--- src/rtl/mem_arb_pkg.sv ---
`default_nettype none
// ============================================================================
// Module   : mem_arb_pkg
// Brief    : Shared types and constants for the data-memory port arbiter.
// Revision : 1.0 - initial release
// ============================================================================
package mem_arb_pkg;

  typedef enum logic [1:0] {
    OWN_NONE = 2'd0,
    OWN_C    = 2'd1,
    OWN_P    = 2'd2
  } rd_own_t;

  localparam logic [3:0] BE_ALL = 4'hF;

endpackage
`default_nettype wire

--- src/rtl/mem_arb_starve_ctr.sv ---
`default_nettype none
// ============================================================================
// Module   : mem_arb_starve_ctr
// Brief    : Saturating count of consecutive denied programmer cycles; raises
//            force_p_o once the limit is reached.
// Revision : 1.0 - initial release
// ============================================================================
module mem_arb_starve_ctr
  import mem_arb_pkg::*;
#(
  parameter int STARVE_LIMIT = 8
) (
  input  logic clk,
  input  logic Rst,
  input  logic p_req_i,
  input  logic p_gnt_i,
  output logic force_p_o
);

  localparam int              CNT_W   = $clog2(STARVE_LIMIT + 1);
  localparam logic [CNT_W-1:0] CNT_MAX = CNT_W'(STARVE_LIMIT);

  logic [CNT_W-1:0] starve_cnt_q;
  logic [CNT_W-1:0] starve_cnt_d;

  always_comb begin
    starve_cnt_d = starve_cnt_q;
    if (!p_req_i || p_gnt_i) begin
      starve_cnt_d = '0;
    end else if (starve_cnt_q != CNT_MAX) begin
      starve_cnt_d = starve_cnt_q + CNT_W'(1);
    end
  end

  always_ff @(posedge clk or posedge Rst) begin
    if (Rst) begin
      starve_cnt_q <= '0;
    end else begin
      starve_cnt_q <= starve_cnt_d;
    end
  end

  assign force_p_o = (starve_cnt_q == CNT_MAX);

endmodule
`default_nettype wire

--- src/rtl/mem_port_arbiter.sv ---
`default_nettype none
// ============================================================================
// Module   : mem_port_arbiter
// Brief    : Shares the single data-memory port between the core (C, priority)
//            and the UART loader (P); routes 1-cycle read data to its owner.
//            Define MEM_ARB_STARVE_GUARD_EN to bound P latency to STARVE_LIMIT.
// Revision : 1.0 - initial release
// ============================================================================
module mem_port_arbiter
  import mem_arb_pkg::*;
#(
  parameter int ADDR_W       = 32,
  parameter int DATA_W       = 32,
  parameter int STARVE_LIMIT = 8
) (
  input  logic              clk,
  input  logic              Rst,
  input  logic              c_req,
  input  logic              c_we,
  input  logic [3:0]        c_be,
  input  logic [ADDR_W-1:0] c_addr,
  input  logic [DATA_W-1:0] c_wdata,
  output logic              c_gnt,
  output logic              c_rvalid,
  output logic [DATA_W-1:0] c_rdata,
  input  logic              p_req,
  input  logic              p_we,
  input  logic [3:0]        p_be,
  input  logic [ADDR_W-1:0] p_addr,
  input  logic [DATA_W-1:0] p_wdata,
  output logic              p_gnt,
  output logic              p_rvalid,
  output logic [DATA_W-1:0] p_rdata,
  output logic [3:0]        mem_en,
  output logic              mem_wea,
  output logic [ADDR_W-1:0] mem_addr,
  output logic [DATA_W-1:0] mem_din,
  input  logic [DATA_W-1:0] mem_dout,
  output logic              c_stall
);

  if (DATA_W != 32 || STARVE_LIMIT < 1) begin : g_bad_params
    $error("mem_port_arbiter: DATA_W must be 32 and STARVE_LIMIT at least 1");
  end

  rd_own_t rd_own_q;
  rd_own_t rd_own_d;
  logic    w_force_p;
  logic    w_p_wins;

`ifdef MEM_ARB_STARVE_GUARD_EN
  mem_arb_starve_ctr #(
    .STARVE_LIMIT (STARVE_LIMIT)
  ) u_starve_ctr (
    .clk       (clk),
    .Rst       (Rst),
    .p_req_i   (p_req),
    .p_gnt_i   (p_gnt),
    .force_p_o (w_force_p)
  );
`else
  assign w_force_p = 1'b0;
`endif

  // P wins when C is idle, or when the starve guard forces one P access through.
  assign w_p_wins = p_req & (~c_req | w_force_p);
  assign p_gnt    = ~Rst & w_p_wins;
  assign c_gnt    = ~Rst & c_req & ~w_p_wins;
  assign c_stall  = ~Rst & c_req & ~c_gnt;

  always_comb begin
    mem_en   = '0;
    mem_wea  = 1'b0;
    mem_addr = '0;
    mem_din  = '0;
    if (c_gnt) begin
      mem_wea  = c_we;
      mem_en   = c_we ? c_be : BE_ALL;
      mem_addr = c_addr;
      mem_din  = c_wdata;
    end else if (p_gnt) begin
      mem_wea  = p_we;
      mem_en   = p_we ? p_be : BE_ALL;
      mem_addr = p_addr;
      mem_din  = p_wdata;
    end
  end

  always_comb begin
    rd_own_d = OWN_NONE;
    if (c_gnt && !c_we) begin
      rd_own_d = OWN_C;
    end else if (p_gnt && !p_we) begin
      rd_own_d = OWN_P;
    end
  end

  always_ff @(posedge clk or posedge Rst) begin
    if (Rst) begin
      rd_own_q <= OWN_NONE;
    end else begin
      rd_own_q <= rd_own_d;
    end
  end

  assign c_rvalid = (rd_own_q == OWN_C);
  assign p_rvalid = (rd_own_q == OWN_P);
  assign c_rdata  = c_rvalid ? mem_dout : '0;
  assign p_rdata  = p_rvalid ? mem_dout : '0;

endmodule
`default_nettype wire

--- config.mk ---
export PLATFORM = sky130hd
export DESIGN_NAME = mem_port_arbiter
export DESIGN_NICKNAME = d
export VERILOG_FILES = /design/src/rtl/mem_arb_pkg.sv /design/src/rtl/mem_arb_starve_ctr.sv /design/src/rtl/mem_port_arbiter.sv
export SDC_FILE = /design/constraint.sdc
export NUM_CORES = 1
export LEC_CHECK = 0
export CELL_PAD_IN_SITES_DETAIL_PLACEMENT = 0
export CELL_PAD_IN_SITES_GLOBAL_PLACEMENT = 1
export CORE_AREA = 2 2 121 123
export CTS_CLUSTER_SIZE = 24
export DETAILED_ROUTE_END_ITERATION = 10
export DIE_AREA = 0 0 123 125
export PLACE_DENSITY_LB_ADDON = 0.1
export SLEW_MARGIN = 20
export SYNTH_ARGS = -nofsm -noshare
export SYNTH_HDL_FRONTEND = slang
export SYNTH_SLANG_ARGS = --single-unit
--- constraint.sdc ---
create_clock -name clk -period 2.6 [get_ports clk]
set_input_delay 0.52 -clock clk [delete_from_list [all_inputs] [get_ports clk]]
set_output_delay 0.52 -clock clk [all_outputs]
set_load 0.03 [all_outputs]
Yosys cells after proc, flatten, opt, wreduce, memory -nomap -nowiden. Cells that the tools add are included.

Word-level logic and storage cells: 30. Input port bits: 174. Register bits after elaboration: 2. Output and inout port bits: 138.

Equal/unequal tests: 2. Reductions and logical operators: 4. Bitwise gates (word level): 9. Muxes and demuxes: 14.

Operators with widths (count): 32-bit two-way mux (6); 4-bit two-way mux (4); 1-bit bitwise AND (5); 2-bit two-way mux (2); 1-bit inverter (4); 2-bit by 1-bit equality test with 1-bit output (second input constant) (1); 2-bit equality test (second input constant) (1); 1-bit logical AND (2); 1-bit zero test (2); 1-bit two-way mux (2).

Logic depth before layout (Yosys ltp).
Word-level depth: 6. Depth in mapped cells: 6. Mapped depth without buffers: 3.

Worst setup path after synthesis. Ideal clock, no wire load.

Kind: input to output. Start: input Rst. End: output mem_addr[19]. Path buffers: 1. Data required time: 2.080 ns. Arrival time: 1.697 ns. Slack: 0.383 ns. Cell stages on the path: 4. Path through: nand2b_1 -> inv_1 -> clkbuf_1 -> a22o_1.

Word-level cells in the longest chain between the ends: 4. Elaborated cells on any way between the ends: 6. Those cells by class: 2 x mux; 4 x bitwise.

Ends and longest elaborated chain: start, declared (line mem_port_arbiter.sv:17) `input logic Rst,`; 1-bit inverter (line mem_port_arbiter.sv:68) `assign c_gnt = ~Rst & c_req & ~w_p_wins;`; 1-bit bitwise AND (2 in a row) (line mem_port_arbiter.sv:68); named net c_gnt (line mem_port_arbiter.sv:23) `output logic c_gnt,`; 32-bit two-way mux (line mem_port_arbiter.sv:76) `if (c_gnt) begin`; end, declared (line mem_port_arbiter.sv:36) `output logic [ADDR_W-1:0] mem_addr,`.

The timed path passes the listed nets, and every way through them passes these cells.

Worst setup path in the final report.
Start: input p_req. End: output mem_addr[12].

Word-level cells in the longest chain between the ends: 4. Elaborated cells on any way between the ends: 6. Those cells by class: 2 x mux; 4 x bitwise.

Ends and longest elaborated chain: start, declared (line mem_port_arbiter.sv:26) `input logic p_req,`; 1-bit bitwise AND (*) (line mem_port_arbiter.sv:66) `assign w_p_wins = p_req & (~c_req | w_force_p);`; 1-bit bitwise AND or 1-bit inverter (tied branches) (line mem_port_arbiter.sv:67, mem_port_arbiter.sv:68); 32-bit two-way mux or 1-bit bitwise AND (tied branches) (line mem_port_arbiter.sv:81, mem_port_arbiter.sv:68); 32-bit two-way mux (*) (line mem_port_arbiter.sv:76).

Every way passes the cells marked *; elsewhere a longest branch is shown, timed or not.

==> impl_metrics.csv <==
group,metric,value,unit
synthesis,synth_edf_count,0,
pwr,intPower,649,uW
cts,cts_hold_buffers,0,
final_layout,layout.cells.non_filler,663,
synthesis,ys_top_cells_by_count,"a22o_1, and2_1, nor2b_1",
setup_path,crit_path_end_kind,"output port",
timing,rsz0062_at_grt,"true",
run_status,status,"complete, no violations",
pwr,powerDensity,232,nW/um^2
synthesis,syn_avg_cell_area,7.49,um^2
synthesis,yosys-top-cells-area,"a22o_1, and2_1, nor2b_1",
synthesis,synth.top_cell.area_share,43.5,%
cts,cts_sinks,2,
timing,post-route-period-util,97.1,%
grt,grtUsageTotal,11.8,%
pwr,combPwrFrac,74.0,%
grt,grt_pass1_vias,2513,
drt,avgViaCountPerCell,3.88,
synthesis,ys_types,16,
floorplan,die_area,15400,um^2
cts,cts_buffers,3,
cts,cts_tree,"yes",
drt,vias,2571,
final_layout,final_nets,655,
synthesis,netlist_area,1310,um^2
placed_design,dpl_worst_slack,68.2,ps
cts,clk_pin_slew,30,ps
placed_design,port_buffers,310,
floorplan,core,14200,um^2
placed_design,dp_hpwl,8.76,mm
final_layout,drive_gt1_share,32.6,%
setup_path,worstPathCellList,"clkdlybuf4s50_1 -> or3b_1 -> clkinv_4 -> buf_12 -> a22o_1 -> buf_4",
final_layout,top_register,"rd_own_q",
synthesis,ys_warn_count,0,
floorplan,placementRows,44,
timing,fmax,396,MHz
pwr,clkPwrFrac,22.8,%
final_layout,syn_to_final_growth,238,%
pwr,cellLeakagePower,0.00204,uW
synthesis,synth-seq-area-share,3.82,%
cts,root_buffer,"clkbuf_16",
synthesis,synth_top_area_cell,"a22o_1",
drt,ant_nets,0,
setup_path,required,2080,ps
timing,setup_tns,0,ps
pwr,power.share.sequential,3.2,%
grt,overflow,0,
drt,drt-total-wl,10.2,mm
setup_path,crit_slowest_cell,"clkdlybuf4s50_1",
drt,dr.pass1.iters,4,
drt,drtIter0Drc,37,
hold_path,holdCritPathClass,"in2async",
floorplan,ioPinCount,312,
placed_design,gp_routability_congestion,0.909,
grt,grt_pass1_wl,13.9,mm
timing,finalCriticalPeriod,2520,ps
drt,drc,0,
pwr,p_switching,376,uW
timing,setup_violations,0,
final_layout,reg_top3,"rd_own_q: 2 flops",
final_layout,design_area,4420,um^2
drt,wl_per_cell,15.4,um
floorplan,die_x,123,um
grt,antenna_found_initial,0,
setup_path,worstPathArrival,2000,ps
placed_design,dp.cells,660,
placed_design,postPlaceCellArea,4340,um^2
timing,hold_viol,0,
pwr,total_power,1020,uW
setup_path,crit_type,"in2out",
final_layout,largest_reg_flops,2,
pwr,peakVddDrop,0.000101,V
setup_path,slowest_delay,450,ps
cts,cts_setup_buffers,0,
synthesis,async_flop_share,100,%
pwr,swShare,36.6,%
setup_path,cp-start-kind,"primary input",
setup_path,cpLargestDelayFamily,"buffers and inverters",
run,maxCapViolCount,0,
final_layout,diodes,0,
cts,cts_buffer_depth,2,
floorplan,start_util,9.22,%
setup_path,cp_max_fo,19,
setup_path,path_buf_inv,4,
timing,worst_slack,75.1,ps
synthesis,syn-instance-count,175,
synthesis,synth.most_common_cell,"a22o_1",
synthesis,ys_ff_latch,2,
synthesis,dominantRegCellSynth,"dfrtp_1",
synthesis,syn_nets,349,
floorplan,die_y,125,um
cts,cts_max_level,1,
timing,finalMaxSlewViolations,0,
grt,grt_max_degree,42,
-- timing repair --
| action | 4_1_cts | 5_1_grt |
|---|---|---|
| hold endpoints to repair | 0 | 0 |
| gates resized for setup | 0 | 1 |
| endpoints found under the setup margin | 0 | 6 |
-- layer usage --
metal | part of all wire [%] | vias up | global-route usage [%]
met4 | 1.0 | 0 | 2.54
met2 | 55 | 168 | 24.3
met5 | 0 | - | 0
met1 | 33 | 1141 | 11.4
li1 | - | 1256 | -
met3 | 11 | 6 | 2.97
-- tightest hold or removal path, stage by stage --
cell and delay, ps:
clkdlybuf4s50_1 430, buf_4 150, inv_1 70
-- power groups by stage --
stage / combinational, uW / clock (uW) / sequential [uW]
final: 758 / 234 / 32.7
after CTS: 766 / 239 / 32.8
after detailed placement: 763 / 0 / 33.1
after floorplan: 315 / 0 / 33.0
after global routing: 799 / 246 / 32.9
after global placement: 764 / 0 / 33.0
-- cells in the final DEF (no fill, tap or decap), types with 2 or more instances in the layout --
cell and count:
a22o_1 64, and2_1 64, buf_12 8, buf_4 142, clkbuf_16 3, clkdlybuf4s50_1 173, dfrtp_1 2, nor2_1 2
nor2b_1 10, o22ai_1 4
-- worst paths after layout --
path / startpoint / to / cells past startpoint
min: Rst / rd_own_q[0] / 3
max: p_req / mem_addr[12] / 6
min in group clk: p_we / rd_own_q[1] / 2
max in group asynchronous: Rst / rd_own_q[1] / 3
-- stage by stage --
stage | util [%] | hold slack [ps]
global placement | 30.5 | 835
finish | 31.1 | 621
global route | 31.1 | 655
detailed placement | 30.5 | 850
floorplan | - | 261
CTS | 31.1 | 623
-- cells by family after synthesis --
group                  share of synthesized area [%]
other                                          0.286
buffers and inverters                           13.5
AO/OA/AOI/OAI                                   45.4
AND/OR/NAND/NOR                                 37.1
flip-flops                                      3.82
-- final cells by class --
class,count,area [um^2]
fill,1542,9780
timing repair buffer,323,2960
multi-input combinational,148,1090
tap,184,230
clock buffer,3,75.1
sequential,2,50.0
inverter,3,16.3
(Power assumes the default switching activity.)
